==> config.mk <==
export PLATFORM = sky130hd
export DESIGN_NAME = mc_control_fsm
export DESIGN_NICKNAME = d
export VERILOG_FILES = /design/src/rtl/mc_ctrl_pkg.sv /design/src/rtl/mc_mem_wait_ctr.sv /design/src/rtl/mc_control_fsm.sv
export SDC_FILE = /design/constraint.sdc
export NUM_CORES = 1
export LEC_CHECK = 0
export BUFFER_PORTS_ARGS = -buffer_cell sky130_fd_sc_hd__buf_4
export CORE_AREA = 2 2 39 41
export CTS_BUF_LIST = sky130_fd_sc_hd__clkbuf_8 sky130_fd_sc_hd__clkbuf_16
export DETAILED_ROUTE_END_ITERATION = 8
export DIE_AREA = 0 0 41 43
export GPL_ROUTABILITY_DRIVEN = 0
export PLACE_DENSITY = 0.77
export SLEW_MARGIN = 10
export SYNTH_ARGS = -nofsm -noshare
export SYNTH_HDL_FRONTEND = slang
export SYNTH_HIERARCHICAL = 1
export SYNTH_SLANG_ARGS = --single-unit
==> constraint.sdc <==
create_clock -name clk -period 3.15 [get_ports clk]
set_input_delay 0.1575 -clock clk [delete_from_list [all_inputs] [get_ports clk]]
set_output_delay 0.1575 -clock clk [all_outputs]
set_load 0.01 [all_outputs]
==> src/rtl/mc_ctrl_pkg.sv <==
`default_nettype none
// ============================================================================
// Module   : mc_ctrl_pkg
// Brief    : State encodings, opcode constants and datapath mux encodings
//            shared by the multi-cycle MIPS control FSM.
// Revision : 1.0 - initial release
// ============================================================================
package mc_ctrl_pkg;

    // Controller states (4-bit debug encoding exported on state_o)
    typedef enum logic [3:0] {
        S_FETCH     = 4'd0,
        S_DECODE    = 4'd1,
        S_MEM_ADDR  = 4'd2,
        S_MEM_READ  = 4'd3,
        S_MEM_WB    = 4'd4,
        S_MEM_WRITE = 4'd5,
        S_R_EXEC    = 4'd6,
        S_R_WB      = 4'd7,
        S_BRANCH    = 4'd8,
        S_I_EXEC    = 4'd9,
        S_I_WB      = 4'd10,
        S_JUMP      = 4'd11
    } state_t;

    // Primary opcodes (IR[31:26])
    localparam logic [5:0] OP_RTYPE = 6'b000000;
    localparam logic [5:0] OP_J     = 6'b000010;
    localparam logic [5:0] OP_BEQ   = 6'b000100;
    localparam logic [5:0] OP_ADDI  = 6'b001000;
    localparam logic [5:0] OP_ANDI  = 6'b001100;
    localparam logic [5:0] OP_ORI   = 6'b001101;
    localparam logic [5:0] OP_LW    = 6'b100011;
    localparam logic [5:0] OP_SW    = 6'b101011;

    // ALU operation class handed to the ALU control decoder
    localparam logic [1:0] c_aluop_add      = 2'b00;
    localparam logic [1:0] c_aluop_sub      = 2'b01;
    localparam logic [1:0] c_aluop_rfunct   = 2'b10;
    localparam logic [1:0] c_aluop_immlogic = 2'b11;

    // ALU B-operand select
    localparam logic [1:0] c_srcb_b       = 2'b00;
    localparam logic [1:0] c_srcb_four    = 2'b01;
    localparam logic [1:0] c_srcb_imm     = 2'b10;
    localparam logic [1:0] c_srcb_imm_sh2 = 2'b11;

    // Next-PC select
    localparam logic [1:0] c_pcsrc_alu    = 2'b00;
    localparam logic [1:0] c_pcsrc_aluout = 2'b01;
    localparam logic [1:0] c_pcsrc_jump   = 2'b10;

    // States that own a memory access and may stall on mem_ready
    function automatic logic is_mem_state(input state_t s);
        return (s == S_FETCH) || (s == S_MEM_READ) || (s == S_MEM_WRITE);
    endfunction

endpackage
`default_nettype wire

==> src/rtl/mc_mem_wait_ctr.sv <==
`default_nettype none
// ============================================================================
// Module   : mc_mem_wait_ctr
// Brief    : Counts consecutive memory wait cycles and flags the cycle in
//            which the TIMEOUT-th wait occurs.
// Revision : 1.0 - initial release
// ============================================================================
module mc_mem_wait_ctr #(
    parameter int TIMEOUT = 4
) (
    input  logic clk,
    input  logic reset,
    input  logic en,
    input  logic clr,
    output logic expire
);

    localparam int CW = (TIMEOUT > 1) ? $clog2(TIMEOUT) : 1;
    localparam logic [CW-1:0] c_last = CW'(TIMEOUT - 1);

    logic [CW-1:0] r_cnt;

    // The current wait cycle is the TIMEOUT-th one when the count already
    // holds TIMEOUT-1 earlier waits.
    assign expire = en && (r_cnt == c_last);

    // Wait-cycle counter; restarts on exit, on timeout and on reset
    always_ff @(posedge clk) begin
        if (reset || clr || expire) begin
            r_cnt <= '0;
        end else if (en) begin
            r_cnt <= r_cnt + CW'(1);
        end
    end

endmodule
`default_nettype wire

==> src/rtl/mc_control_fsm.sv <==
`default_nettype none
// ============================================================================
// Module   : mc_control_fsm
// Brief    : Multi-cycle MIPS control FSM. Steps each instruction through
//            fetch/decode/execute/memory/writeback, with memory ready/wait
//            handshake, optional bus timeout and illegal-opcode detection.
//            Build option: define MC_JUMP_EN to decode opcode 000010 (j).
// Revision : 1.0 - initial release
// ============================================================================
module mc_control_fsm
    import mc_ctrl_pkg::*;
#(
    parameter int OPCODE_W    = 6,
    parameter int ALUOP_W     = 2,
    parameter int MEM_TIMEOUT = 0
) (
    input  logic                clk,
    input  logic                reset,
    input  logic [OPCODE_W-1:0] opcode,
    input  logic                mem_ready,
    output logic                pc_write,
    output logic                pc_write_cond,
    output logic                i_or_d,
    output logic                mem_read,
    output logic                mem_write,
    output logic                ir_write,
    output logic                mem_to_reg,
    output logic                reg_dst,
    output logic                reg_write,
    output logic                alu_src_a,
    output logic [1:0]          alu_src_b,
    output logic [ALUOP_W-1:0]  alu_op,
    output logic                zero_ext,
    output logic [1:0]          pc_source,
    output logic                illegal_op,
    output logic                bus_err,
    output logic [3:0]          state_o
);

    localparam logic [OPCODE_W-1:0] c_op_rtype = OPCODE_W'(OP_RTYPE);
    localparam logic [OPCODE_W-1:0] c_op_beq   = OPCODE_W'(OP_BEQ);
    localparam logic [OPCODE_W-1:0] c_op_addi  = OPCODE_W'(OP_ADDI);
    localparam logic [OPCODE_W-1:0] c_op_andi  = OPCODE_W'(OP_ANDI);
    localparam logic [OPCODE_W-1:0] c_op_ori   = OPCODE_W'(OP_ORI);
    localparam logic [OPCODE_W-1:0] c_op_lw    = OPCODE_W'(OP_LW);
    localparam logic [OPCODE_W-1:0] c_op_sw    = OPCODE_W'(OP_SW);
`ifdef MC_JUMP_EN
    localparam logic [OPCODE_W-1:0] c_op_j     = OPCODE_W'(OP_J);
`endif

    state_t     r_state;
    state_t     w_next;
    logic [1:0] w_alu_op;
    logic       w_wait;
    logic       w_clr;
    logic       w_expire;

    // A stall cycle is a memory-owning state whose access has not completed
    assign w_wait  = is_mem_state(r_state) && !mem_ready && !reset;
    assign w_clr   = !w_wait;
    assign state_o = r_state;
    assign alu_op  = ALUOP_W'(w_alu_op);

    generate
        if (MEM_TIMEOUT > 0) begin : g_wait_ctr
            mc_mem_wait_ctr #(
                .TIMEOUT (MEM_TIMEOUT)
            ) u_wait_ctr (
                .clk    (clk),
                .reset  (reset),
                .en     (w_wait),
                .clr    (w_clr),
                .expire (w_expire)
            );
        end else begin : g_no_wait_ctr
            logic w_unused_wait;
            assign w_unused_wait = w_wait ^ w_clr;
            assign w_expire      = 1'b0;
        end
    endgenerate

    // State register
    always_ff @(posedge clk) begin
        if (reset) begin
            r_state <= S_FETCH;
        end else begin
            r_state <= w_next;
        end
    end

    // Next-state and Moore outputs; memory completion/timeout qualify strobes
    always_comb begin
        w_next        = r_state;
        pc_write      = 1'b0;
        pc_write_cond = 1'b0;
        i_or_d        = 1'b0;
        mem_read      = 1'b0;
        mem_write     = 1'b0;
        ir_write      = 1'b0;
        mem_to_reg    = 1'b0;
        reg_dst       = 1'b0;
        reg_write     = 1'b0;
        alu_src_a     = 1'b0;
        alu_src_b     = c_srcb_b;
        w_alu_op      = c_aluop_add;
        zero_ext      = 1'b0;
        pc_source     = c_pcsrc_alu;
        illegal_op    = 1'b0;
        bus_err       = 1'b0;

        case (r_state)
            S_FETCH: begin
                mem_read  = 1'b1;
                alu_src_b = c_srcb_four;
                if (mem_ready) begin
                    ir_write = 1'b1;
                    pc_write = 1'b1;
                    w_next   = S_DECODE;
                end else if (w_expire) begin
                    mem_read = 1'b0;
                    bus_err  = 1'b1;
                    w_next   = S_FETCH;
                end
            end
            S_DECODE: begin
                // Precompute the branch target into ALUOut
                alu_src_b = c_srcb_imm_sh2;
                case (opcode)
                    c_op_rtype:          w_next = S_R_EXEC;
                    c_op_lw, c_op_sw:    w_next = S_MEM_ADDR;
                    c_op_beq:            w_next = S_BRANCH;
                    c_op_addi, c_op_andi,
                    c_op_ori:            w_next = S_I_EXEC;
`ifdef MC_JUMP_EN
                    c_op_j:              w_next = S_JUMP;
`endif
                    default: begin
                        illegal_op = 1'b1;
                        w_next     = S_FETCH;
                    end
                endcase
            end
            S_MEM_ADDR: begin
                alu_src_a = 1'b1;
                alu_src_b = c_srcb_imm;
                if (opcode == c_op_lw) begin
                    w_next = S_MEM_READ;
                end else if (opcode == c_op_sw) begin
                    w_next = S_MEM_WRITE;
                end else begin
                    w_next = S_FETCH;
                end
            end
            S_MEM_READ: begin
                mem_read = 1'b1;
                i_or_d   = 1'b1;
                if (mem_ready) begin
                    w_next = S_MEM_WB;
                end else if (w_expire) begin
                    mem_read = 1'b0;
                    bus_err  = 1'b1;
                    w_next   = S_FETCH;
                end
            end
            S_MEM_WB: begin
                reg_write  = 1'b1;
                mem_to_reg = 1'b1;
                w_next     = S_FETCH;
            end
            S_MEM_WRITE: begin
                mem_write = 1'b1;
                i_or_d    = 1'b1;
                if (mem_ready) begin
                    w_next = S_FETCH;
                end else if (w_expire) begin
                    mem_write = 1'b0;
                    bus_err   = 1'b1;
                    w_next    = S_FETCH;
                end
            end
            S_R_EXEC: begin
                alu_src_a = 1'b1;
                w_alu_op  = c_aluop_rfunct;
                w_next    = S_R_WB;
            end
            S_R_WB: begin
                reg_write = 1'b1;
                reg_dst   = 1'b1;
                w_next    = S_FETCH;
            end
            S_BRANCH: begin
                alu_src_a     = 1'b1;
                w_alu_op      = c_aluop_sub;
                pc_write_cond = 1'b1;
                pc_source     = c_pcsrc_aluout;
                w_next        = S_FETCH;
            end
            S_I_EXEC: begin
                alu_src_a = 1'b1;
                alu_src_b = c_srcb_imm;
                if ((opcode == c_op_andi) || (opcode == c_op_ori)) begin
                    w_alu_op = c_aluop_immlogic;
                    zero_ext = 1'b1;
                end
                w_next = S_I_WB;
            end
            S_I_WB: begin
                reg_write = 1'b1;
                w_next    = S_FETCH;
            end
`ifdef MC_JUMP_EN
            S_JUMP: begin
                pc_write  = 1'b1;
                pc_source = c_pcsrc_jump;
                w_next    = S_FETCH;
            end
`endif
            default: begin
                w_next = S_FETCH;
            end
        endcase

        // Nothing is driven to the datapath while reset is held
        if (reset) begin
            pc_write      = 1'b0;
            pc_write_cond = 1'b0;
            i_or_d        = 1'b0;
            mem_read      = 1'b0;
            mem_write     = 1'b0;
            ir_write      = 1'b0;
            mem_to_reg    = 1'b0;
            reg_dst       = 1'b0;
            reg_write     = 1'b0;
            alu_src_a     = 1'b0;
            alu_src_b     = c_srcb_b;
            w_alu_op      = c_aluop_add;
            zero_ext      = 1'b0;
            pc_source     = c_pcsrc_alu;
            illegal_op    = 1'b0;
            bus_err       = 1'b0;
        end
    end

endmodule
`default_nettype wire

After elaboration in Yosys (flattened, before gate mapping)
Cells that the tools add are included.
{ "op_classes": {"n_eq_ne": 19, "muxes": 39, "n_reduce_logical": 12} }
{ "op_table": {"columns": ["operator", "n"], "rows": [
  ["$pmux 4 s7", 1],
  ["$mux 1", 26],
  ["$eq 6x4->1 const B", 3],
  ["$eq 4x3->1 const B", 4],
  ["$pmux 4 s4", 1],
  ["$eq 4x4->1 const B", 3],
  ["$eq 6x6->1 const B", 2],
  ["$mux 4", 3],
  ["$pmux 2 s3", 2],
  ["$eq 4x2->1 const B", 2],
  ["$mux 2", 4],
  ["$reduce_or 2->1", 4],
  ["$reduce_or 7->1", 1],
  ["$eq 6x3->1 const B", 1],
  ["$logic_not 6->1", 1],
  ["$mux 3", 2],
  ["$ne 2x2->1 const B", 3],
  ["$reduce_or 3->1", 2],
  ["$eq 4x1->1 const B", 1],
  ["$logic_not 4->1", 1],
  ["$reduce_or 4->1", 1],
  ["$reduce_and 3->1", 1],
  ["$logic_or 1x1->1", 1]
]} }
{ "totals": {"reg_bits": 4, "input_bits": 9, "out_inout_bits": 23, "elab_cells": 71} }

Depth between registers and ports, before layout
{ "depth": {"ltp_word": 5, "ltp_mapped": 5, "depth_no_buf": 4} }

Least setup slack after synthesis
Ideal clock, no wire load.
{ "synth_path": {"path_type": "flip-flop to output port", "from": "reg r_state[3] (netlist: state_o[3])", "to": "out pc_write", "arrival_ns": 1.509, "required_time_ns": 2.992, "path_slack_ns": 1.483, "stages_incl_launch_ff": 5, "path_buffers": 2, "cell_sequence": "dfxtp_1 -> or3_1 -> clkbuf_1 -> nor4_1 -> buf_4"} }
{ "synth_between": {"elab_chain_cells": 3} }
{ "synth_lines": {"columns": ["element", "line_no", "text"], "rows": [
  ["from (decl)", "mc_control_fsm.sv:51", "state_t r_state;"],
  ["from (signal assigned)", "mc_control_fsm.sv:87", "r_state <= w_next;"],
  ["$logic_not 4->1", null, null],
  ["$mux 1 (2 in series)", null, null],
  ["to (decl)", "mc_control_fsm.sv:21", "output logic pc_write,"]
]} }
No other way between the ends.

Worst setup path after layout
{ "layout_path": {"from": "reg r_state[3] (netlist: state_o[3])", "to": "out alu_op[1]"} }
{ "layout_between": {"elab_chain_cells": 3, "word_cells_on_any_way": 5, "classes_between": "3 x eq/ne; 2 x mux"} }
{ "layout_lines": {"columns": ["element", "line_no", "text"], "rows": [
  ["$eq 4x4->1 / $eq 4x3->1 (equally long branches)", "mc_control_fsm.sv:111", "case (r_state)"],
  ["$pmux 2 s3 (*)", "mc_control_fsm.sv:111", null],
  ["$mux 2 (*)", "mc_control_fsm.sv:224", "if (reset) begin"],
  ["to (decl)", "mc_control_fsm.sv:32", "output logic [ALUOP_W-1:0] alu_op,"]
]} }
Every way passes the cells marked *; elsewhere a longest branch is shown, timed or not.

==> impl_metrics.ini <==
[run_status]
status = finished, final reports clean

[clock_network]
post_cts_buffers = 0
cts_tree = built
clk_latency_ps = 220
clk_pin_slew_worst_paths_ps = 30
cts_hold_buffers = 0
clockRootBuffer = clkbuf_8
cts_buffers = 3
cts_resized = 0
htree_levels = 1
clkSinkCount = 4
clockBufferDepth = 2

[hold_path]
hold_class = input pin to flip-flop

[sta]
tightest_slew_ps = 528
finalSetupTns_ps = 0
fmax_mhz = 506
hold_ws_ps = 236
fin_crit_ps = 1980
finClkSkew_ps = 3.82
setup_viol = 0
hold_violations = 0
layout_worst_path_cycle_share = 0.628
rsz0062_at_grt = false
slew_violations = 0
maxSlewHeadroom = 0.648

[worst_setup_path]
end_kind = output port
slowest_delay_ps = 560
cp_data_required_time_ps = 2990
critPathLaunchType = flip-flop
critPathMaxFanout = 14
crit_path_cell_trace = or3b_1 -> nor3_1 -> a2bb2oi_1 -> nor2_1 -> buf_4
cp.arrival_ps = 1820
worst-r2r-setup-slack_ps = 1440
slowest_stage = dfxtp_1
crit_type = flip-flop to output port

[drt]
drt-vias-per-instance = 5.82
routedWlPerCell_um = 13.9
vias = 704
drc_errors = 0
dr.pass1.iters = 4
drt_wl_total_mm = 1.68
drt_iter0_markers = 25
ant_nets = 0

[final_layout]
diodes = 0
largest_reg_flops = 4
num-nets-final = 116
final_area_um2 = 792
final_core_util = 0.572
area_delta_synth_final_pct = 40.4
drive_gt1_frac = 0.343

[floorplan]
rows = 14
start_util = 0.408
die-height_um = 43
fp.dieW_um = 41
core_area_um2 = 1380
die-area_um2 = 1760
num_io_pins = 32

[power_and_ir_drop]
power_density_nw_per_um2 = 274
p_leak_nw = 0.323
total_power_uw = 217
vdd_drop_max_v = 0.000173

[logic_synthesis]
yosys_register_bits = 4
synthDistinctLibCells = 33
seq_area_frac_synth = 0.142
synth_warnings = 6
avgSynthCellArea_um2 = 6.88
netlist_area_um2 = 564
syn_inst = 82

[placement]
dpl_cell_area_um2 = 751
dp_hpwl_mm = 1.22
io_buffers = 29

[global_route]
grt_max_degree = 18
grt_pass1_wl_mm = 2.68
gr-total-overflow = 0
antenna_found_initial = 0
first_global_vias = 594
grt_usage = 0.228

[run]
drv_cap = 0
## report_power, final
part / switching (mW) / internal, mW / total (mW)
logic: 0.0263 / 0.0230 / 0.0493
registers: 0.00406 / 0.0521 / 0.0561
clock network: 0.0298 / 0.0817 / 0.112
## cell type report
cell class	instances	area (µm²)
clock buffers	3	41.3
flip-flops and latches	4	80.1
repair buffers	29	218
inverters	5	18.8
well taps	16	20.0
fillers	139	592
multi-input cells	64	414
## path summary, 6_finish.rpt
path | from | endpoint | cells past startpoint
setup / recovery | state_o[3]$_SDFFE_PP0P_ | alu_op[1] | 5
hold / removal | reset | state_o[1]$_SDFFE_PP0P_ | 2
setup reg to reg | state_o[0]$_SDFFE_PP0P_ | state_o[1]$_SDFFE_PP0P_ | 4
hold reg to reg | state_o[3]$_SDFFE_PP0P_ | state_o[3]$_SDFFE_PP0P_ | 2
## per-layer routing
layer / up-vias / global-route usage / wire, µm
li1: 341 / - / -
met1: 315 / 0.298 / 712
met2: 46 / 0.316 / 777
met3: 2 / 0.0471 / 161
met4: 0 / 0.160 / 25
met5: - / 0 / 0
## cells by family (layout without fill, tap and decap cells)
group                      count (synthesis)  count (layout)  synth area share
AOI/OAI and AO/OA                         19              19             0.231
xor gates and xnor gates                   1               1            0.0155
buffers and inverters                     15              37             0.131
DFF                                        4               4             0.142
other                                      1               2           0.00665
and+or+nand+nor                           40              40             0.439
adders and majority gates                  1               1            0.0177
muxes                                      1               1            0.0177
## cells in the mapped netlist, drive strengths merged
cell	count	area, µm²
nor2b	2	12.5
conb	1	3.75
nand3	1	5.00
nor2	7	26.3
o32ai	2	25.0
a211oi	2	15.0
a21oi	7	35.0
mux2i	1	10.0
or3	2	12.5
nor4	7	58.8
a2bb2oi	1	8.76
a41oi	1	8.76
and2	1	6.26
maj3	1	10.0
or3b	2	17.5
or2b	1	7.51
or4b	1	13.8
nand2	3	11.3
buf	7	43.8
inv	5	18.8
clkbuf	3	11.3
nand2b	5	31.3
nor3	8	45.0
a31oi	3	18.8
xor2	1	8.76
o21ai	2	10.0
o22a	1	8.76
dfxtp	4	80.1
## cells in the final DEF (no fill, tap or decap)
cell / count
buf_4: 29
nor2_1: 7
nor3_1: 7
a21oi_1: 7
nor4_1: 6
nand2b_1: 5
inv_1: 5
dfxtp_1: 4
a31oi_1: 3
nand2_1: 3
clkbuf_8: 3
or3_1: 2
or3b_1: 2
a211oi_1: 2
nor2b_1: 2
o21ai_0: 2
conb_1: 2
nand3_1: 1
or2b_1: 1
xor2_1: 1
nor3_2: 1
a2bb2oi_1: 1
o22a_1: 1
a41oi_1: 1
o32ai_1: 1
and2_1: 1
or4b_4: 1
nor4_4: 1
mux2i_1: 1
o32ai_2: 1
maj3_1: 1
## through the flow
step,worst slack [ps],cells
2_1_floorplan,1480,83
3_3_place_gp,1420,118
3_5_place_dp,1430,118
4_1_cts,1180,121
5_1_grt,1030,121
6_report,1170,121
## critical path: cells and delay by family, from the launching register on
| family | cells | cell delay [ps] |
|---|---|---|
| flip-flops | 1 | 560 |
| AO/OA/AOI/OAI | 1 | 100 |
| buffers and inverters | 1 | 120 |
| AND/OR/NAND/NOR | 3 | 820 |
Power figures use the tool's default switching activity.
